===== config.mk =====
export PLATFORM = sky130hd
export DESIGN_NAME = coe_loader
export DESIGN_NICKNAME = d
export VERILOG_FILES = /design/src/rtl/coe_loader.sv
export SDC_FILE = /design/constraint.sdc
export NUM_CORES = 1
export LEC_CHECK = 0
export CORE_MARGIN = 2
export CORE_UTILIZATION = 40
export CTS_BUF_LIST = sky130_fd_sc_hd__clkbuf_16
export DETAILED_ROUTE_END_ITERATION = 12
export PLACE_DENSITY = 0.56
export SLEW_MARGIN = 20
export SYNTH_ARGS = -nofsm -noshare
export SYNTH_HDL_FRONTEND = slang
export SYNTH_SLANG_ARGS = --single-unit
export TNS_END_PERCENT = 20

===== constraint.sdc =====
create_clock -name iFpgaClock -period 4.4 [get_ports iFpgaClock]
set_input_delay 0.66 -clock iFpgaClock [delete_from_list [all_inputs] [get_ports iFpgaClock]]
set_output_delay 0.66 -clock iFpgaClock [all_outputs]
set_load 0.02 [all_outputs]

===== src/rtl/coe_loader.sv =====
// Receives framed memory images over a UART byte stream and writes them into one of REGIONS memories.
// Define COE_LOADER_CHECKSUM_EN to require a trailing XOR checksum byte after each frame.
module coe_loader #(
    parameter int DATA_W  = 32,
    parameter int ADDR_W  = 14,
    parameter int REGIONS = 2,
    parameter int GAP_CYC = 1_000_000
) (
    input  logic               iFpgaClock,
    input  logic               iFpgaResetN,
    input  logic               iStartLoad,
    input  logic               iRxValid,
    input  logic [7:0]         iRxByte,
    output logic [REGIONS-1:0] oWriteEnable,
    output logic [ADDR_W-1:0]  oWriteAddress,
    output logic [DATA_W-1:0]  oWriteData,
    output logic               oCpuHold,
    output logic               oDone,
    output logic               oError
);

    // state      | meaning
    // IDLE       | after reset, CPU released, waiting for iStartLoad
    // HDR_REGION | waiting for region byte (0xFF ends the session)
    // HDR_CNT_HI | waiting for word count high byte
    // HDR_CNT_LO | waiting for word count low byte
    // DATA       | assembling words LSB first and writing them
    // CHECK      | waiting for the frame XOR checksum byte
    // DONE       | session finished cleanly, CPU released
    // ERROR      | session failed, CPU held until a new session succeeds
    typedef enum logic [2:0] {
        IDLE, HDR_REGION, HDR_CNT_HI, HDR_CNT_LO, DATA, CHECK, DONE, ERROR
    } state_t;

    localparam int BYTES = DATA_W / 8;
    localparam int BI_W  = (BYTES > 1) ? $clog2(BYTES) : 1;
    localparam int REG_W = (REGIONS > 1) ? $clog2(REGIONS) : 1;
    localparam int GAP_W = $clog2(GAP_CYC + 1);

    localparam logic [16:0]      MAX_WORDS = 17'(1) << ADDR_W;
    localparam logic [GAP_W-1:0] GAP_LOAD  = GAP_W'(GAP_CYC - 1);
    localparam logic [BI_W-1:0]  LAST_BYTE = BI_W'(BYTES - 1);
`ifdef COE_LOADER_CHECKSUM_EN
    localparam state_t AFTER_DATA = CHECK;
`else
    localparam state_t AFTER_DATA = HDR_REGION;
`endif

    state_t             state;
    logic [REG_W-1:0]   region;
    logic [7:0]         cntHi;
    logic [16:0]        wordsLeft;
    logic [ADDR_W-1:0]  wordAddr;
    logic [BI_W-1:0]    byteIdx;
    logic [DATA_W-1:0]  wordBuf;
    logic [GAP_W-1:0]   gapCnt;
`ifdef COE_LOADER_CHECKSUM_EN
    logic [7:0]         csum;
`endif

    logic [16:0]        frameCount;
    logic [DATA_W-1:0]  nextWord;

    assign frameCount = {1'b0, cntHi, iRxByte};

    always_comb begin
        nextWord = wordBuf;
        nextWord[{byteIdx, 3'b000} +: 8] = iRxByte;
    end

    always_ff @(posedge iFpgaClock or negedge iFpgaResetN) begin
        if (!iFpgaResetN) begin
            state         <= IDLE;
            region        <= '0;
            cntHi         <= '0;
            wordsLeft     <= '0;
            wordAddr      <= '0;
            byteIdx       <= '0;
            wordBuf       <= '0;
            gapCnt        <= '0;
`ifdef COE_LOADER_CHECKSUM_EN
            csum          <= '0;
`endif
            oWriteEnable  <= '0;
            oWriteAddress <= '0;
            oWriteData    <= '0;
            oCpuHold      <= 1'b0;
            oDone         <= 1'b0;
            oError        <= 1'b0;
        end else begin
            oWriteEnable <= '0;
            case (state)
                IDLE, DONE, ERROR: begin
                    if (iStartLoad) begin
                        state    <= HDR_REGION;
                        oDone    <= 1'b0;
                        oError   <= 1'b0;
                        oCpuHold <= 1'b1;
                    end
                end
                HDR_REGION: begin
                    if (iRxValid) begin
                        gapCnt   <= GAP_LOAD;
                        wordAddr <= '0;
                        byteIdx  <= '0;
`ifdef COE_LOADER_CHECKSUM_EN
                        csum     <= iRxByte;
`endif
                        if (iRxByte == 8'hFF) begin
                            state    <= DONE;
                            oDone    <= 1'b1;
                            oCpuHold <= 1'b0;
                        end else if (iRxByte < 8'(REGIONS)) begin
                            region <= REG_W'(iRxByte);
                            state  <= HDR_CNT_HI;
                        end else begin
                            state  <= ERROR;
                            oError <= 1'b1;
                        end
                    end
                end
                default: begin
                    // Mid-frame states: every byte reloads the gap timer.
                    if (iRxValid) begin
                        gapCnt <= GAP_LOAD;
`ifdef COE_LOADER_CHECKSUM_EN
                        csum   <= csum ^ iRxByte;
`endif
                        case (state)
                            HDR_CNT_HI: begin
                                cntHi <= iRxByte;
                                state <= HDR_CNT_LO;
                            end
                            HDR_CNT_LO: begin
                                if (frameCount > MAX_WORDS) begin
                                    state  <= ERROR;
                                    oError <= 1'b1;
                                end else if (frameCount == 17'd0) begin
                                    state <= AFTER_DATA;
                                end else begin
                                    wordsLeft <= frameCount;
                                    state     <= DATA;
                                end
                            end
                            DATA: begin
                                wordBuf <= nextWord;
                                if (byteIdx == LAST_BYTE) begin
                                    byteIdx       <= '0;
                                    oWriteEnable  <= REGIONS'(1) << region;
                                    oWriteAddress <= wordAddr;
                                    oWriteData    <= nextWord;
                                    wordAddr      <= wordAddr + 1'b1;
                                    wordsLeft     <= wordsLeft - 1'b1;
                                    if (wordsLeft == 17'd1) state <= AFTER_DATA;
                                end else begin
                                    byteIdx <= byteIdx + 1'b1;
                                end
                            end
                            CHECK: begin
`ifdef COE_LOADER_CHECKSUM_EN
                                if (iRxByte == csum) begin
                                    state <= HDR_REGION;
                                end else begin
                                    state  <= ERROR;
                                    oError <= 1'b1;
                                end
`else
                                state <= HDR_REGION;
`endif
                            end
                            default: ;
                        endcase
                    end else if (gapCnt == '0) begin
                        state  <= ERROR;
                        oError <= 1'b1;
                    end else begin
                        gapCnt <= gapCnt - 1'b1;
                    end
                end
            endcase
        end
    end

endmodule


==> metrics.txt <==
Total Wirelength=about 17000 um; Core Box Area=17800 um2; distinct cell type count after synthesis=64; via count=5680; WP data arrival=~3.0 ns; wire per inst=~17 um; max-cap violations=0; Power Dens Cells=490 nW/um2; VDD IR-drop max=0.000302 V; WHS=around 0.25 ns; Seq/Total Area, Yosys=51.2%; post-route ant nets=0; WP data required=between 4 and 5 ns; vias per std cell=5.56; Final Max Tran Viols=0; outcome=completed; Reg2Reg Depth=6; worst r2r dst=wordBuf[5]; Fmax=approximately 380 MHz; Levels on crit path=6; pre-CTS setup slack=1.31 ns; Async SR Flop Fraction=100%; worst setup margin=1.74 ns; Syn Inst Count=728; n_diodes=0; Sink Count=148; number of antenna violations at the first check in global routing=0; Die Span X=139 um; Total GRT Usage=between 10% and 20%; share of layout cells above drive strength 1=a little over a tenth; Hold Path Class=in -> async; Layout area overhead=19.4%; Post-DP HPWL=11400 um; Post-synth top flop=dfrtp_1; row count=49; Syn Nets=751; Min Clock Period, post-route=between 2 and 3 ns; first-pass GRT wire length=29400 um; post-CTS sizing=0; GR peak layer=met2; Worst Path Class, Setup=in -> reg; register bit total from synthesis=148; Crit path largest cell delay=0.77 ns; yosys warns=0; commonest non-fill, non-tap cell in the layout=dfrtp_1; most frequent cells in the layout=dfrtp_1, o21ai_0, nand2_1, clkdlybuf4s50_1, a21oi_1; number of global-route vias before repair=approximately 5700; pin count of the biggest net entering global routing=83; Fillers=approximately 1600; Worst Tran Pin Value=0.995 ns; Port Buffer Count=62; most used cell, CP=o21ai_0; cells along the critical path=clkdlybuf4s50_1, and4bb_2, a22oi_1, mux2_2, o21ai_0, o21ai_0; Hold Buf Count CTS=0; total CTS buffers=17; CP Buf/Inv Count=1; EDFF count, synth=0; Final TNS setup=0 ns; synthesized area=7240 um2; H-tree levels=4; Setup Fix Bufs, Post-CTS=0; met3 GRT Util=about 4.2%; dpl cell area=8060 um2; die area=around 19000 um2; Tot Pwr=4.24 mW; # IOs=63; Worst-path clk slew=0.07 ns; Hold Fails Final Rpt=0; met2 Use GR=29.0%; DRC Markers=0; period utilization=60.5%; leakage=3.70 nW; drt initial violations=between 300 and 400; fin nets=802; met1 usage=26.1%; Final Wtd Congestion=0.863; # setup viols final=0; clk_lat worst skew=between 0.4 and 0.5 ns; Syn Area/Cell=9.94 um2; clock root buffer=clkbuf_16; Starting Density=40.6%; fin area=8640 um2; grt total ovfl=0; CP max-delay cell=clkdlybuf4s50_1; Relative slew margins=about a third; critical path endpoint category=register; die height=139 um; clk_skew=0.0103 ns; crit-path max FO=28; drt first pass iters=5; Worst setup SP type=primary input; Reg2Reg Launch Point=byteIdx[0]; CTS tree=done; CP top delay family=buffers and inverters; setup slack, reg-to-reg=1.81 ns; Max clock buf depth=2; unrepaired setup endpoints after global routing=false
## layout make-up
type	instances	area, um2	share of cell area, %
Tap cell	229	287	3.32
Multi-Input combinational cell	521	3280	38.0
Inverter	16	60.1	0.695
Timing Repair Buffer	75	732	8.47
Clock inverter	15	154	1.78
Sequential cell	148	3700	42.9
Clock buffer	17	425	4.92
## per-stage QoR
step,util (%),std cells
global placement,45.2,989
detailed placement,45.2,989
floorplan,-,728
global route,48.4,1021
CTS,48.4,1021
finish,48.4,1021
## worst reg2reg max path, delay by kind of cell (launching register included)
family                     cells  cell delay [ns]
adders and majority gates      1             0.38
buffers and inverters          1             0.18
DFF                            1             0.48
and+or+nand+nor                3             1.28
AOI/OAI and AO/OA              1             0.20
## synth_stat cells, drive strengths merged, types with 16 or more instances
cell / n / area, um2
a21oi: 56 / 280
a22o: 36 / 315
clkbuf: 31 / 116
dfrtp: 148 / 3700
inv: 16 / 60.1
mux2: 26 / 293
nand2: 64 / 240
nor2: 44 / 165
nor2b: 36 / 225
nor3: 22 / 126
nor4: 20 / 125
o21ai: 82 / 418
## registers in the layout, indices dropped and copies added, names as in the netlist
register / flops
oWriteData: 32
wordBuf: 32
gapCnt: 20
wordsLeft: 17
oWriteAddress: 14
wordAddr: 14
cntHi: 8
state: 3
byteIdx: 2
oWriteEnable: 2
oCpuHold: 1
oDone: 1
oError: 1
region: 1
## cell families (layout without fill, tap and decap cells)
group                      after synthesis  in the layout  synth area share (%)
xor gates and xnor gates                14             14                  1.69
muxes                                   29             29                  4.46
AOI/OAI and AO/OA                      220            220                  19.0
DFF                                    148            148                  51.2
and+or+nand+nor                        247            247                  18.2
buffers and inverters                   59            123                  3.54
adders and majority gates               11             11                  1.90
## power breakdown
part	internal, mW	switching [mW]	total (mW)
Sequential	1.53	0.233	1.76
Combinational	0.398	0.631	1.03
Clock	0.839	0.606	1.45
## metal layers
layer,up-vias,wire [um]
met3,19,640
met2,134,7930
met5,-,0
met4,0,246
met1,2788,8480
li1,2739,-
## how the worst max path moves through the flow
stage / startpoint / end / slack [ns]
detailed placement: iRxValid / wordsLeft[3] / 1.31
global route: iRxValid / wordsLeft[5] / 1.57
CTS: iRxValid / wordsLeft[10] / 1.77
finish: iRxValid / wordsLeft[9] / 1.74
global placement: iRxValid / wordsLeft[10] / 1.38
floorplan: iRxByte[4] / wordsLeft[15] / 2.32
Power figures use the tool's default switching activity.
